--- config.mk ---
export PLATFORM = sky130hd
export DESIGN_NAME = line_mem_arbiter
export DESIGN_NICKNAME = d
export VERILOG_FILES = /design/src/rtl/line_mem_pkg.sv /design/src/rtl/line_mem_arbiter_rr_grant2.sv /design/src/rtl/line_mem_arbiter.sv
export SDC_FILE = /design/constraint.sdc
export NUM_CORES = 1
export LEC_CHECK = 0
export CORE_AREA = 10 10 539 541
export DETAILED_ROUTE_END_ITERATION = 10
export DIE_AREA = 0 0 549 551
export DONT_BUFFER_PORTS = 1
export GPL_TIMING_DRIVEN = 0
export PLACE_DENSITY_LB_ADDON = 0.2
export SLEW_MARGIN = 5
export SYNTH_ARGS = -nofsm -noshare
export SYNTH_HDL_FRONTEND = slang
export SYNTH_SLANG_ARGS = --single-unit
--- constraint.sdc ---
create_clock -name clk -period 6 [get_ports clk]
set_input_delay 1.2 -clock clk [delete_from_list [all_inputs] [get_ports clk]]
set_output_delay 1.2 -clock clk [all_outputs]
set_load 0.02 [all_outputs]
--- src/rtl/line_mem_pkg.sv ---
// Shared types and default sizes for the cache-line memory arbiter.
//   arb_state_t : arbiter FSM states
//   port_t      : requester identity (instruction cache / data cache)
package line_mem_pkg;

    localparam int ADDR_W_DEF   = 32;
    localparam int LINE_W_DEF   = 256;
    localparam int OFFSET_W_DEF = 5;

    typedef enum logic [1:0] {
        IDLE = 2'd0,
        BUSY = 2'd1,
        ERR  = 2'd2,
        GAP  = 2'd3
    } arb_state_t;

    typedef enum logic {
        PORT_I = 1'b0,
        PORT_D = 1'b1
    } port_t;

endpackage

--- src/rtl/line_mem_arbiter_rr_grant2.sv ---
// Two-requester round-robin picker, purely combinational.
//   req_i, req_d : request from instruction / data cache
//   last_grant   : port served most recently
//   grant_valid  : at least one request present
//   grant        : chosen port (meaningful only when grant_valid=1)
module rr_grant2
    import line_mem_pkg::*;
(
    input  logic  req_i,
    input  logic  req_d,
    input  port_t last_grant,
    output logic  grant_valid,
    output port_t grant
);

    always_comb begin
        grant_valid = req_i | req_d;
        if (req_i && req_d) begin
            grant = (last_grant == PORT_I) ? PORT_D : PORT_I;
        end else if (req_d) begin
            grant = PORT_D;
        end else begin
            grant = PORT_I;
        end
    end

endmodule

--- src/rtl/line_mem_arbiter.sv ---
// Arbitrates icache (read-only) and dcache (read/write) line transfers onto
// one physical-memory line port. The winning request is latched into the
// pmem output registers so memory sees bit-stable inputs for the whole
// transaction.
//   clk, rst_n                : clock, async active-low reset
//   i_read/i_address          : icache request; i_resp/i_rdata completion
//   d_read/d_write/d_address/
//   d_wdata                   : dcache request; d_resp/d_rdata completion
//   pmem_*                    : physical memory line port
//   arb_error                 : sticky memory-error flag
//
// state | meaning
// IDLE  | waiting for a request, strobes low
// BUSY  | transaction in flight, pmem inputs frozen
// ERR   | memory flagged an error, waiting for it to clear
// GAP   | one dead cycle with strobes low before accepting again
module line_mem_arbiter
    import line_mem_pkg::*;
#(
    parameter int ADDR_W   = ADDR_W_DEF,
    parameter int LINE_W   = LINE_W_DEF,
    parameter int OFFSET_W = OFFSET_W_DEF
) (
    input  logic              clk,
    input  logic              rst_n,
    input  logic              i_read,
    input  logic [ADDR_W-1:0] i_address,
    output logic              i_resp,
    output logic [LINE_W-1:0] i_rdata,
    input  logic              d_read,
    input  logic              d_write,
    input  logic [ADDR_W-1:0] d_address,
    input  logic [LINE_W-1:0] d_wdata,
    output logic              d_resp,
    output logic [LINE_W-1:0] d_rdata,
    output logic              pmem_read,
    output logic              pmem_write,
    output logic [ADDR_W-1:0] pmem_address,
    output logic [LINE_W-1:0] pmem_wdata,
    input  logic              pmem_resp,
    input  logic              pmem_error,
    input  logic [LINE_W-1:0] pmem_rdata,
    output logic              arb_error
);

    localparam logic [ADDR_W-1:0] LINE_MASK = {ADDR_W{1'b1}} << OFFSET_W;

    arb_state_t state;
    port_t      last_grant;
    port_t      grant_port;
    port_t      pick;
    logic       pick_valid;
    logic       resp_fire;
    logic       resp_pass;

    rr_grant2 u_rr_grant2 (
        .req_i       (i_read),
        .req_d       (d_read | d_write),
        .last_grant  (last_grant),
        .grant_valid (pick_valid),
        .grant       (pick)
    );

    always_ff @(posedge clk or negedge rst_n) begin
        if (!rst_n) begin
            state        <= IDLE;
            last_grant   <= PORT_I;
            grant_port   <= PORT_I;
            pmem_read    <= 1'b0;
            pmem_write   <= 1'b0;
            pmem_address <= '0;
            pmem_wdata   <= '0;
            arb_error    <= 1'b0;
        end else begin
            if (pmem_error) begin
                arb_error <= 1'b1;
            end
            case (state)
                IDLE: begin
                    if (pick_valid) begin
                        grant_port <= pick;
                        state      <= BUSY;
                        if (pick == PORT_D) begin
                            // read+write together resolves to a write
                            pmem_address <= d_address & LINE_MASK;
                            pmem_write   <= d_write;
                            pmem_read    <= ~d_write;
                            pmem_wdata   <= d_write ? d_wdata : '0;
                        end else begin
                            pmem_address <= i_address & LINE_MASK;
                            pmem_write   <= 1'b0;
                            pmem_read    <= 1'b1;
                            pmem_wdata   <= '0;
                        end
                    end
                end
                BUSY: begin
                    // error takes priority over a coincident completion
                    if (pmem_error) begin
                        state <= ERR;
                    end else if (pmem_resp) begin
                        last_grant <= grant_port;
                        pmem_read  <= 1'b0;
                        pmem_write <= 1'b0;
                        state      <= GAP;
                    end
                end
                ERR: begin
                    if (!pmem_error) begin
                        pmem_read  <= 1'b0;
                        pmem_write <= 1'b0;
                        state      <= GAP;
                    end
                end
                GAP: begin
                    state <= IDLE;
                end
                default: begin
                    state <= IDLE;
                end
            endcase
        end
    end

    // Completion is combinational so the requester sees it in the same
    // cycle memory answers; an error completion returns a zero line.
    always_comb begin
        resp_fire = 1'b0;
        resp_pass = 1'b0;
        if (state == BUSY && !pmem_error && pmem_resp) begin
            resp_fire = 1'b1;
            resp_pass = 1'b1;
        end else if (state == ERR && !pmem_error) begin
            resp_fire = 1'b1;
        end
        i_resp  = resp_fire && (grant_port == PORT_I);
        d_resp  = resp_fire && (grant_port == PORT_D);
        i_rdata = (i_resp && resp_pass) ? pmem_rdata : '0;
        d_rdata = (d_resp && resp_pass) ? pmem_rdata : '0;
    end

endmodule

# == Word-level counts from Yosys, hierarchy flattened ==
# Index checks and enable logic that the tools add are counted.
# op_classes
n_eq_ne,8
n_mux,25
reduce_logical,15
bitwise,5
# op_table
cell,n
$mux W256,4
$mux W32,1
$mux W1,13
$logic_and A1 B1 Y1,8
$mux W2,4
$ne A2 B2 Y1 const B,4
$pmux W2 S4,1
$pmux W1 S3,2
$reduce_and A3 Y1,2
$reduce_and A5 Y1,1
$eq A2 B2 Y1 const B,2
$ne A3 B3 Y1 const B,1
$not A1 Y1,3
$reduce_bool A3 Y1,1
$eq A2 B1 Y1 const B,1
$logic_not A2 Y1,1
$or A1 B1 Y1,2
$reduce_and A2 Y1,1
$logic_not A1 Y1,1
# word_totals
reg_bits,295
output_inout_bits,805
word_cells,61

# == Logic depth before layout (Yosys ltp) ==
# Gate-level depths: netlist (run 1).
# depth
word_depth,7
mapped_depth,9

# == Modules after synthesis ==
# From an unflattened synthesis (run 1), not the netlist that was laid out.
# unflattened
hier_cells,1315
area_unflattened_um2,14506.4
# by_module_without_submodules
mod,instances,cells_each,area_each_um2
line_mem_arbiter,1,1313,14492.6
rr_grant2,1,2,13.8

# == Least setup slack after synthesis (run 1) ==
# OpenSTA, ideal clock, no wires.
# synth_timing
path_type,input port to output port
start,input port pmem_resp
end,output port i_rdata[100]
n_path_buf,2
arrival_ns,2.292
path_stages,5
slack_ns,2.508
path_cell_list,nor2b_1 and3b_1 clkbuf_1 clkbuf_1 and2_1
# synth_between
elab_chain_len,5
# synth_lines
item,line_no,text
from (decl),line_mem_arbiter.sv:40,"input logic pmem_resp,"
$logic_and A1 B1 Y1 (*),line_mem_arbiter.sv:130,if (state == BUSY && !pmem_error && pmem_resp) begin
$mux W1,line_mem_arbiter.sv:130,
$logic_and A1 B1 Y1,line_mem_arbiter.sv:136,i_resp = resp_fire && (grant_port == PORT_I);
$logic_and A1 B1 Y1 (*),line_mem_arbiter.sv:138,i_rdata = (i_resp && resp_pass) ? pmem_rdata : '0;
$mux W256 (*),line_mem_arbiter.sv:138,
to (decl),line_mem_arbiter.sv:29,"output logic [LINE_W-1:0] i_rdata,"
# Mark *: on every way between the ends. The rest lies on a longest branch, timed or not.

# == Worst setup path in the final report (run 1) ==
# layout_timing
start,input port pmem_resp
end,output port i_rdata[86]
# The elaborated chain is that of the path after synthesis.

==> metrics.md, run 1 <==
| Metric | Value |
|---|---|
| Status | finished with violations |
| Failing checks | antenna rules |
| Worst skew pair latency | 0.67 ns |
| CTS buffer count | 44 |
| Slew at the pin with the worst max-slew slack | 1.15 ns |
| Worst min path class | in2async |
| Post-synthesis cell type count | 34 |
| Leakage | 8.01 nW |
| Worst path cell trace | nor2b_1, and3b_2, clkbuf_1, clkbuf_1, and2_1 |
| Synthesized cell area | 15300 um2 |
| CTS max path bufs | 3 |
| Max Freq | 179 MHz |
| Worst EP required | 4.80 ns |
| Post-synth EDFFs | 0 |
| Die area | 302000 um2 |
| # setup viols final | 0 |
| Final critical-path share of the clock period | 93.1% |
| Synth async-reset ratio | 100% |
| Synth Area in Compound Gates | 9.78% |
| Drt first pass iters | 5 |
| Mean Syn Cell Area | 8.29 um2 |
| Most used cell, CP | clkbuf_1 |
| Placement Rows | 194 |
| Max-slew headroom | 23.0% |
| Final hold vios | 0 |
| Post-synthesis mux area share | 2.06% |
| Main flop type after synthesis | dfrtp_1 |
| Max stage delay on crit path | 0.86 ns |
| Clock skew | 0.0396 ns |
| Xor/xnor share of the synthesized area | 0% |
| Post-layout util | 7.88% |
| Share of cells above drive strength 1 | 6.91% |
| Nets | 2480 |
| Crit. End Element | output port |
| #FFs+latches synth | 290 |
| CTS Hold Buffers Added | 0 |
| Post-synthesis to final-layout area growth | 43.8% |
| Sequential area share after synthesis | 47.5% |
| Top-area cell type share of the netlist area | 47.5% |
| DR WL/cell | 37.1 um |
| Clock tree sinks | 290 |
| Initial Util | 5.48% |
| Detail Placement HPWL | 196000 um |
| Simple-gate share of the synthesized area | 34.9% |
| Most common cell in the synthesized netlist | nand2_1 |
| Total negative slack | 0 ns |
| RSZ-0062 raised after global routing | false |
| CTS tree | yes |
| Number of gates resized after CTS | 0 |
| Worst ir drop on vdd | 0.204 mV |
| Synth top area cells | dfrtp_1 48%, and2_1 21%, nand2_1 13% |
| Startpoint Class | input port |
| PwrDens | 522 nW/um2 |
| Worst Path Max Fanout | 10 |
| CTS root buf | clkbuf_16 |
| Clock slew at reported path FFs | 0.05 ns |
| Leading area contributor after synthesis | dfrtp_1 |
| Maxcap violations | 0 |
| First-pass GRT wire length | 251000 um |
| 1st-iter DRT viols | 1447 |
| Port bufs | 0 |
| Final Max Tran Viols | 0 |
| Slowest-stage cell, CP | clkbuf_1 |
| Die W | 549 um |
| Post-Syn Instances | 1843 |
| Number of global-route vias before repair | 14900 |
| Largest family of logic cells by synthesized area | simple AND/OR/NAND/NOR gates |
| Post-Route WL | 217000 um |
| Post-synthesis adder-cell area fraction | 0.328% |
| GRT Util Overall | 13.5% |
| Worst Path Arrival | 4.39 ns |
| Post-CTS setup buffers | 0 |
| Yosys warnings | 0 |
| Top delay family on crit path | simple AND/OR/NAND/NOR gates |
| Grt ovf | 0 |
| Largest net degree at the start of global routing | 291 |
| Critical path class | in2out |
| Die span in y | 551 um |
| Core Region | 279000 um2 |
| Final worst path period need | 5.59 ns |
| CP bufs+invs | 2 |
| Flop2flop setup slack | 3.23 ns |
| Initial antenna violation count | 233 |
| CTS H-tree depth | 2 |
| Routability cong. | 0.990 |
| Number of I/O pins | 1388 |
| Remaining antenna violation count | 2 |
| Via count | 16000 |
| Post-synth top cells | 542 x nand2_1, 512 x and2_1, 290 x dfrtp_1 |
| Number of vias per cell | 2.73 |
| DR DRC count | 0 |
## cells by family (layout without fill, tap and decap cells)
| family | count (synthesis) | after routing |
|---|---|---|
| and+or+nand+nor | 1069 | 1069 |
| AOI/OAI and AO/OA | 291 | 291 |
| DFF | 290 | 290 |
| buffers and inverters | 157 | 234 |
| muxes | 31 | 31 |
| adders and majority gates | 4 | 4 |
| other | 1 | 220 |
## cells in the final DEF, fill, tap and decap left out, types with 10 or more instances in the layout
master / count
o21ai_0: 200
nand2_1: 542
and2_1: 512
buf_6: 24
diode_2: 215
o21ai_1: 84
mux2i_1: 27
dfrtp_1: 290
buf_2: 13
clkbuf_16: 46
clkbuf_8: 10
clkbuf_1: 108
## registers in the layout, indices dropped and copies added (netlist names)
name,count
pmem_write,1
pmem_wdata,256
grant_port,1
state,2
arb_error,1
last_grant,1
pmem_read,1
pmem_address,27
## layer usage
metal / wire length [um] / track usage [%]
met5: 645 / 0
met4: 9560 / 6.07
met3: 41400 / 11.6
met2: 101000 / 22.0
met1: 64400 / 11.8
## path summary, 6_finish.rpt
kind	end	from	cells past startpoint
setup / recovery	i_rdata[86]	pmem_resp	5
hold / removal	pmem_address[23]	rst_n	0
setup reg to reg	pmem_wdata[107]	state[0]	6
hold reg to reg	state[1]	state[1]	1
max in group asynchronous	pmem_wdata[142]	rst_n	0
min in group clk	state[1]	state[1]	1
## layout make-up
cell class,instances,area [um2]
Antenna cell,215,538
Inverter,3,11.3
Tap cell,3724,4660
Sequential cell,290,7260
Fill cell,32800,257000
Clock buffer,60,1300
Clock inverter,17,173
Buffer,154,811
Multi-Input combinational cell,1400,7220
## report_power, final
group          total (mW)  switching (mW)  internal [mW]
Combinational        2.97            2.14          0.830
Clock                2.77            1.17           1.60
Sequential           5.73            2.86           2.87
Total                11.5            6.17           5.31
## per-stage QoR
step | hold slack, ns | power (mW) | instances | instance area, um2 | setup WS (ns)
2_1_floorplan | 0.507 | 6.52 | 1847 | 15300 | 2.51
3_3_place_gp | 0.548 | 9.05 | 5571 | 20000 | 0.0334
3_5_place_dp | 0.555 | 9.03 | 5571 | 20000 | 0.563
4_1_cts | 0.146 | 11.9 | 5648 | 21400 | 0.521
5_1_grt | 0.183 | 12.4 | 5753 | 21700 | 0.377
6_report | 0.257 | 11.5 | 5863 | 22000 | 0.413
(Power assumes the default switching activity.)
==> inputs of run 2 (changes only) <==
--- a/config.mk
+++ b/config.mk
@@ -10,6 +10,7 @@
 export DIE_AREA = 0 0 549 551
 export DONT_BUFFER_PORTS = 1
 export GPL_TIMING_DRIVEN = 0
+export HOLD_SLACK_MARGIN = 0.08
 export PLACE_DENSITY_LB_ADDON = 0.2
 export SLEW_MARGIN = 5
 export SYNTH_ARGS = -nofsm -noshare
==> results of run 2 <==
No change in the layout: final DEF, timing and power equal those of run 1.
